**config.mk**
```make
export PLATFORM = sky130hd
export DESIGN_NAME = leaf_out_arbiter
export DESIGN_NICKNAME = d
export VERILOG_FILES = /design/src/rtl/leaf_out_arbiter_pkg.sv /design/src/rtl/leaf_out_arbiter_credit_cnt.sv /design/src/rtl/leaf_out_arbiter.sv
export SDC_FILE = /design/constraint.sdc
export NUM_CORES = 1
export LEC_CHECK = 0
export BUFFER_PORTS_ARGS = -buffer_cell sky130_fd_sc_hd__buf_2
export CORE_AREA = 2 2 171 173
export CTS_CLUSTER_DIAMETER = 40
export CTS_CLUSTER_SIZE = 40
export DETAILED_ROUTE_END_ITERATION = 8
export DIE_AREA = 0 0 173 175
export PLACE_DENSITY = 0.76
export SLEW_MARGIN = 20
export SYNTH_ARGS = -nofsm -noshare
export SYNTH_HDL_FRONTEND = slang
export SYNTH_HIERARCHICAL = 1
export SYNTH_SLANG_ARGS = --single-unit
```
**constraint.sdc**
```tcl
create_clock -name clk -period 3.9 [get_ports clk]
set_input_delay 0.39 -clock clk [delete_from_list [all_inputs] [get_ports clk]]
set_output_delay 0.39 -clock clk [all_outputs]
set_load 0.005 [all_outputs]
```
**src/rtl/leaf_out_arbiter_pkg.sv**
```systemverilog
// Shared packet layout, credit sizing and arbiter state encoding for the
// leaf-to-BFT output arbiter.
package leaf_out_arbiter_pkg;

    localparam int PAYLOAD_BITS  = 32;
    localparam int NUM_LEAF_BITS = 5;
    localparam int NUM_PORT_BITS = 4;
    localparam int NUM_ADDR_BITS = 7;
    localparam int PACKET_BITS   = 1 + NUM_LEAF_BITS + NUM_PORT_BITS + NUM_ADDR_BITS + PAYLOAD_BITS;

    // Packet layout, MSB first: {valid, dest_leaf, dest_port, bram_addr, payload}
    localparam int ADDR_LSB  = PAYLOAD_BITS;
    localparam int PORT_LSB  = ADDR_LSB + NUM_ADDR_BITS;
    localparam int LEAF_LSB  = PORT_LSB + NUM_PORT_BITS;
    localparam int VALID_POS = LEAF_LSB + NUM_LEAF_BITS;

    // One extra bit so a completely empty remote BRAM (2**addr_bits) is representable.
    function automatic int credit_width(input int addr_bits);
        return addr_bits + 1;
    endfunction

    localparam int CREDIT_BITS = credit_width(NUM_ADDR_BITS);
    localparam int CREDIT_MAX  = 2 ** NUM_ADDR_BITS;

    typedef enum logic {
        SCAN = 1'b0,
        HOLD = 1'b1
    } arb_state_t;

endpackage

```
**src/rtl/leaf_out_arbiter_credit_cnt.sv**
```systemverilog
// Per-port remote-freespace credit counter: decrement on accept, saturating
// add on credit return, full reload on a config write.
module leaf_credit_cnt
    import leaf_out_arbiter_pkg::*;
#(
    parameter int UPDATE_SIZE = 64
) (
    input  logic                   clk,
    input  logic                   reset_n,
    input  logic                   dec,
    input  logic                   upd,
    input  logic                   reload,
    output logic [CREDIT_BITS-1:0] credit
);

    localparam int EXT_W = CREDIT_BITS + 1;
    localparam logic [EXT_W-1:0] MAX_EXT = EXT_W'(CREDIT_MAX);
    localparam logic [EXT_W-1:0] UPD_EXT = EXT_W'(UPDATE_SIZE);

    logic [EXT_W-1:0]       sum;
    logic [CREDIT_BITS-1:0] credit_nxt;

    // NOTE: every branch of a combinational block must assign every output,
    // otherwise synthesis infers a latch; assigning first and overriding avoids that.
    always_comb begin
        sum = {1'b0, credit} + (upd ? UPD_EXT : '0) - {{CREDIT_BITS{1'b0}}, dec};
        if (reload || (sum > MAX_EXT)) credit_nxt = MAX_EXT[CREDIT_BITS-1:0];
        else                           credit_nxt = sum[CREDIT_BITS-1:0];
    end

    // NOTE: clocked state uses non-blocking assignments so every flop samples
    // pre-edge values regardless of process ordering.
    always_ff @(posedge clk or negedge reset_n) begin
        if (!reset_n) credit <= MAX_EXT[CREDIT_BITS-1:0];
        else          credit <= credit_nxt;
    end

endmodule

```
**src/rtl/leaf_out_arbiter.sv**
```systemverilog
// Round-robin, burst-limited arbiter sharing the leaf-to-BFT output link.
// Optional LEAF_OUT_ARBITER_STATS_EN adds stall and packet counters.
module leaf_out_arbiter
    import leaf_out_arbiter_pkg::*;
#(
    parameter int NUM_OUT_PORTS         = 6,
    parameter int FREESPACE_UPDATE_SIZE = 64,
    parameter int MAX_BURST             = 4
) (
    input  logic                                  clk,
    input  logic                                  reset_n,
    input  logic [NUM_OUT_PORTS*PAYLOAD_BITS-1:0] din_user,
    input  logic [NUM_OUT_PORTS-1:0]              vld_user,
    output logic [NUM_OUT_PORTS-1:0]              ack_user,
    input  logic                                  cfg_we,
    input  logic [NUM_PORT_BITS-1:0]              cfg_port,
    input  logic [NUM_LEAF_BITS-1:0]              cfg_leaf,
    input  logic [NUM_PORT_BITS-1:0]              cfg_dport,
    input  logic [NUM_OUT_PORTS-1:0]              credit_upd,
    input  logic                                  resend,
    output logic [PACKET_BITS-1:0]                pkt_out,
    output logic                                  pkt_vld,
    input  logic                                  pkt_rdy
`ifdef LEAF_OUT_ARBITER_STATS_EN
    ,
    output logic [NUM_OUT_PORTS*16-1:0]           stat_stall,
    output logic [31:0]                           stat_pkts
`endif
);

    localparam int PTR_W   = (NUM_OUT_PORTS > 1) ? $clog2(NUM_OUT_PORTS) : 1;
    localparam int BURST_W = $clog2(MAX_BURST + 1);

    typedef logic [PTR_W-1:0] ptr_t;
    localparam ptr_t LAST_PORT = ptr_t'(NUM_OUT_PORTS - 1);

    arb_state_t           state, state_nxt;
    ptr_t                 grant, grant_nxt, scan_idx, scan_target;
    logic [BURST_W-1:0]   burst_cnt, burst_nxt, burst_inc;
    logic                 scan_found, out_free, accept;
    logic [NUM_OUT_PORTS-1:0] eligible, cfg_hit, cfg_valid;
    logic [NUM_LEAF_BITS-1:0] tbl_leaf  [NUM_OUT_PORTS];
    logic [NUM_PORT_BITS-1:0] tbl_dport [NUM_OUT_PORTS];
    logic [NUM_ADDR_BITS-1:0] bram_addr [NUM_OUT_PORTS];
    logic [CREDIT_BITS-1:0]   credit    [NUM_OUT_PORTS];
    logic [PACKET_BITS-1:0]   pkt_nxt;

    function automatic ptr_t inc_ptr(input ptr_t p);
        return (p == LAST_PORT) ? '0 : p + 1'b1;
    endfunction

    always_comb begin
        for (int i = 0; i < NUM_OUT_PORTS; i++) begin
            eligible[i] = vld_user[i] && cfg_valid[i] && (credit[i] != '0) && !resend;
            cfg_hit[i]  = cfg_we && (cfg_port == NUM_PORT_BITS'(i));
        end
    end

    assign out_free = !pkt_vld || pkt_rdy;

    // First eligible port after the grant, in round-robin order.
    always_comb begin
        scan_found  = 1'b0;
        scan_target = grant;
        scan_idx    = grant;
        for (int k = 1; k < NUM_OUT_PORTS; k++) begin
            scan_idx = inc_ptr(scan_idx);
            if (!scan_found && eligible[scan_idx]) begin
                scan_found  = 1'b1;
                scan_target = scan_idx;
            end
        end
    end

    always_ff @(posedge clk or negedge reset_n) begin
        if (!reset_n) begin
            state     <= SCAN;
            grant     <= '0;
            burst_cnt <= '0;
        end else begin
            state     <= state_nxt;
            grant     <= grant_nxt;
            burst_cnt <= burst_nxt;
        end
    end

    assign burst_inc = burst_cnt + 1'b1;

    always_comb begin
        state_nxt = state;
        grant_nxt = grant;
        burst_nxt = burst_cnt;
        if (!resend) begin
            if (accept) begin
                if (burst_inc == BURST_W'(MAX_BURST)) begin
                    state_nxt = SCAN;
                    grant_nxt = inc_ptr(grant);
                    burst_nxt = '0;
                end else begin
                    state_nxt = HOLD;
                    burst_nxt = burst_inc;
                end
            end else if (!eligible[grant]) begin
                case (state)
                    SCAN: if (scan_found) grant_nxt = scan_target;
                    HOLD: begin
                        state_nxt = SCAN;
                        grant_nxt = inc_ptr(grant);
                        burst_nxt = '0;
                    end
                endcase
            end
        end
    end

    // A config write to the granted port must not race with an accept on it.
    always_comb begin
        ack_user = '0;
        if (eligible[grant] && out_free && !cfg_hit[grant]) ack_user[grant] = 1'b1;
    end

    assign accept = |ack_user;

    always_comb begin
        pkt_nxt            = '0;
        pkt_nxt[VALID_POS] = 1'b1;
        for (int i = 0; i < NUM_OUT_PORTS; i++) begin
            if (grant == ptr_t'(i)) begin
                pkt_nxt[LEAF_LSB +: NUM_LEAF_BITS] = tbl_leaf[i];
                pkt_nxt[PORT_LSB +: NUM_PORT_BITS] = tbl_dport[i];
                pkt_nxt[ADDR_LSB +: NUM_ADDR_BITS] = bram_addr[i];
                pkt_nxt[0 +: PAYLOAD_BITS]         = din_user[i*PAYLOAD_BITS +: PAYLOAD_BITS];
            end
        end
    end

    // NOTE: these per-port tables are small flop arrays, not RAM, so they are
    // reset explicitly; a macro RAM would not be.
    always_ff @(posedge clk or negedge reset_n) begin
        if (!reset_n) begin
            pkt_vld   <= 1'b0;
            pkt_out   <= '0;
            cfg_valid <= '0;
            for (int i = 0; i < NUM_OUT_PORTS; i++) begin
                tbl_leaf[i]  <= '0;
                tbl_dport[i] <= '0;
                bram_addr[i] <= '0;
            end
        end else begin
            if (accept) begin
                pkt_vld <= 1'b1;
                pkt_out <= pkt_nxt;
            end else if (pkt_rdy) begin
                pkt_vld <= 1'b0;
            end
            for (int i = 0; i < NUM_OUT_PORTS; i++) begin
                if (cfg_hit[i]) begin
                    cfg_valid[i] <= 1'b1;
                    tbl_leaf[i]  <= cfg_leaf;
                    tbl_dport[i] <= cfg_dport;
                    bram_addr[i] <= '0;
                end else if (ack_user[i]) begin
                    bram_addr[i] <= bram_addr[i] + 1'b1;
                end
            end
        end
    end

    for (genvar i = 0; i < NUM_OUT_PORTS; i++) begin : g_credit
        leaf_credit_cnt #(
            .UPDATE_SIZE(FREESPACE_UPDATE_SIZE)
        ) u_credit (
            .clk    (clk),
            .reset_n(reset_n),
            .dec    (ack_user[i]),
            .upd    (credit_upd[i]),
            .reload (cfg_hit[i]),
            .credit (credit[i])
        );
    end

`ifdef LEAF_OUT_ARBITER_STATS_EN
    logic [15:0] stall_cnt [NUM_OUT_PORTS];

    always_ff @(posedge clk or negedge reset_n) begin
        if (!reset_n) begin
            stat_pkts <= '0;
            for (int i = 0; i < NUM_OUT_PORTS; i++) stall_cnt[i] <= '0;
        end else begin
            if (accept) stat_pkts <= stat_pkts + 1'b1;
            for (int i = 0; i < NUM_OUT_PORTS; i++) begin
                if (vld_user[i] && !ack_user[i] && (stall_cnt[i] != 16'hFFFF))
                    stall_cnt[i] <= stall_cnt[i] + 1'b1;
            end
        end
    end

    always_comb begin
        for (int i = 0; i < NUM_OUT_PORTS; i++) stat_stall[i*16 +: 16] = stall_cnt[i];
    end
`endif

endmodule
```
==> results.toml <==
[yosys]
synth-seq-cells = 207
synth_top_cell_area_share_pct = 35.68
yosys_warnings = 6
synth_area_um2 = 14100
synthTopCellsByArea = "dfrtp_1, mux2i_1, a21oi_1"
netlist_instances = 1644
syn_nets = 1936
synth.yosys.seq_area_share_pct = 36.80
syn_avg_cell_area_um2 = 8.575
ys_async_sr_fraction_pct = 100.0
synth_top_area_cell = "dfrtp_1"
ys_types = 73
synth-edff-count = 0
yosys_most_used_dff = "dfrtp_1"

[setup_path]
slowest_delay_ns = 0.42
cp.arrival_ns = 4.14
reg2regPathDepth = 15
crit_path_top_delay_cell = "dfrtp_1"
cp-end-kind = "flip-flop"
required_ns = 4.35
crit_path_cell_trace = "nor4_4 -> a211oi_2 -> o211ai_1 -> a31oi_4 -> and3_1 -> ha_1 -> inv_1 -> ha_1 -> inv_1 -> fa_1 -> nand2b_1 -> a21oi_1 -> xnor2_1 -> o2111ai_1 -> a211oi_1"
critPathKind = "flip-flop to flip-flop"
path_max_fanout = 8
start_kind = "flip-flop"

[sta]
grt_setup_unrepaired = "false"
finalSetupViolCount = 0
maxSlewViolCount = 0
clock_skew_ns = 0.02974
period_share_pct = 94.53
hold_violations = 0
fin_tns_setup_ns = 0
setup_ws_ns = 0.2135
finalCriticalPeriod_ns = 3.687
tightestPinTransition_ns = 0.9930
timing.hold.ws_ns = 0.07710
clock.fmax_mhz = 271.3
slew_headroom_pct = 33.66

[clock_tree]
cts_tree = "yes"
cts_made_buffers = 31
insertion_delay_ns = 0.57
clockRootBuffer = "clkbuf_16"
htreeDepth = 1
cts_buffer_depth = 3
cts.clk_slew.worst_paths_ns = 0.08
clock-sinks = 207

[pwr]
ir_drop_v = 0.0003971
p_per_area_nw_per_um2 = 779.0
total_power_mw = 13.47
leakage_nw = 8.159

[global_route]
antenna_found_initial = 14
track_usage_pct = 27.60
grt_pass1_wl_um = 67750
grt_max_degree = 116
gr-total-overflow = 0
grt_pass1_vias = 12960

[placement]
gp_congestion = 0.9421
dpl.cell_count = 2259
portBuffers = 277
post_dp_cell_area_um2 = 15970
hpwl_um = 30580
dpl_worst_slack_ns = 0.1548

[final_layout]
syn2layout_area_growth_pct = 22.62
finalNonFillerCells = 2331
filler_cell_count = 2457
fin_area_um2 = 17290
drive_above_1_share_pct = 25.58
layout.nets = 2202
final_util_pct = 60.88

[drt]
num_vias = 13210
ant_nets = 0
drt_pass1_iterations = 5
met3_length_um = 2955
drt_wl_total_um = 42660
dr_wl_met2_um = 20340
wirelength_met1_um = 17480
top_layer = "met5"
drt_iter0_drc = 1054
wl_per_cell_um = 18.30
via_per_inst = 5.666
drcViolationCount = 0

[floorplan]
die_x_um = 173
coreArea_um2 = 28390
dieArea_um2 = 30280
ios = 278
die_y_um = 175
core.rowCount = 62
start_util_pct = 49.65

[run]
drv_cap = 0

[outcome]
status = "completed"

[min_path]
hold_class = "input port to flip-flop"
min_path_cells = 3
==> cell type report <==
| cell class | instances | area [um^2] | area share, % |
|---|---|---|---|
| Inverter | 95 | 356.6 | 2.063 |
| Timing Repair Buffer | 321 | 1753 | 10.14 |
| Clock buffer | 32 | 779.5 | 4.509 |
| Multi-Input combinational cell | 1254 | 8347 | 48.28 |
| Tap cell | 384 | 480.5 | 2.779 |
| Clock inverter | 26 | 345.3 | 1.998 |
| Sequential cell | 207 | 5195 | 30.05 |
| Antenna cell | 12 | 30.03 | 0.1737 |
==> kinds of logic after synthesis <==
| group | share of synthesized area [%] |
|---|---|
| AND/OR/NAND/NOR | 20.02 |
| AO/OA/AOI/OAI | 17.96 |
| flip-flops | 36.80 |
| buffers and inverters | 5.316 |
| multiplexers | 9.772 |
| adder cells (fa/ha/maj) | 6.532 |
| XOR/XNOR | 3.603 |
==> layer usage <==
layer  global-route usage (%)  up-vias
met3                    5.744      108
met4                    13.77        6
li1                         -     6335
met2                    46.33      478
met1                    33.80     6281
met5                        0        -
==> synth_stat cells (all sizes together) (4+ instances only) <==
| master | number |
|---|---|
| o211ai | 10 |
| nand4 | 16 |
| mux2 | 29 |
| mux2i | 105 |
| nor4bb | 5 |
| buf | 33 |
| nor3b | 4 |
| or2 | 30 |
| a211oi | 26 |
| a21o | 4 |
| dfstp | 6 |
| nor2 | 174 |
| a21oi | 177 |
| o21a | 7 |
| clkbuf | 55 |
| a2111oi | 5 |
| nand2b | 21 |
| fa | 6 |
| nand2 | 171 |
| xnor2 | 24 |
| o22ai | 6 |
| nor3 | 33 |
| inv | 94 |
| xor2 | 34 |
| nor4 | 20 |
| o2111ai | 8 |
| o21ai | 138 |
| dfrtp | 201 |
| o21bai | 5 |
| and3 | 14 |
| and4 | 11 |
| ha | 64 |
| nand3 | 68 |
| nor2b | 5 |
==> what timing repair did <==
action                                 4_1_cts  5_1_grt
buffers inserted                             0        1
resized for setup                            0       22
setup endpoints to repair                    0       47
hold buffers                                 1        0
endpoints found under the hold margin        1        0
==> worst max-delay path, delay by kind of cell (launching register included) <==
family | cells | cell delay [ns]
compound gates | 6 | 1.36
simple gates | 3 | 0.76
fa+ha+maj | 3 | 0.73
flops | 1 | 0.42
xor+xnor | 1 | 0.18
buf+inv | 2 | 0.11
==> where the power goes <==
part,switching (mW),total (mW),internal [mW]
sequential,0.505,3.26,2.76
clock,1.24,2.93,1.69
combinational,4.24,7.27,3.03
==> worst paths after layout <==
path	start	to	slack, ns
max	g_credit[2].u_credit/credit[5]	g_credit[3].u_credit/credit[0]	0.21
min	cfg_dport[0]	tbl_dport[20]	0.08
max reg2reg	g_credit[2].u_credit/credit[5]	g_credit[3].u_credit/credit[0]	0.21
min reg2reg	tbl_leaf[26]	tbl_leaf[26]	0.47
max in group asynchronous	reset_n	tbl_dport[22]	2.45
min in group asynchronous	reset_n	pkt_out[27]	0.53
==> sequential cells by signal (all words and copies together), names as in the netlist <==
name,count
pkt_out,49
g_credit.u_credit/credit,48
bram_addr,42
tbl_leaf,30
tbl_dport,24
cfg_valid,6
burst_cnt,3
grant,3
pkt_vld,1
state,1
==> cells in the final DEF (no fill, tap or decap), types with 9 or more instances in the layout <==
cell type,n
clkbuf_16,31
mux2i_1,105
clkinv_8,9
xnor2_1,24
or2_1,15
diode_2,12
mux2_2,29
nor2_1,173
nand2_1,171
inv_1,93
nand2b_1,20
and4_1,11
buf_2,276
or2_2,15
a211oi_1,17
and3_1,9
buf_4,41
nor3_1,27
xor2_1,34
nand4_1,16
o211ai_1,10
ha_1,63
o21ai_0,121
a21oi_1,176
nand3_1,67
o21ai_1,9
dfrtp_1,199
Note: power is estimated with default switching activity, not from simulation.
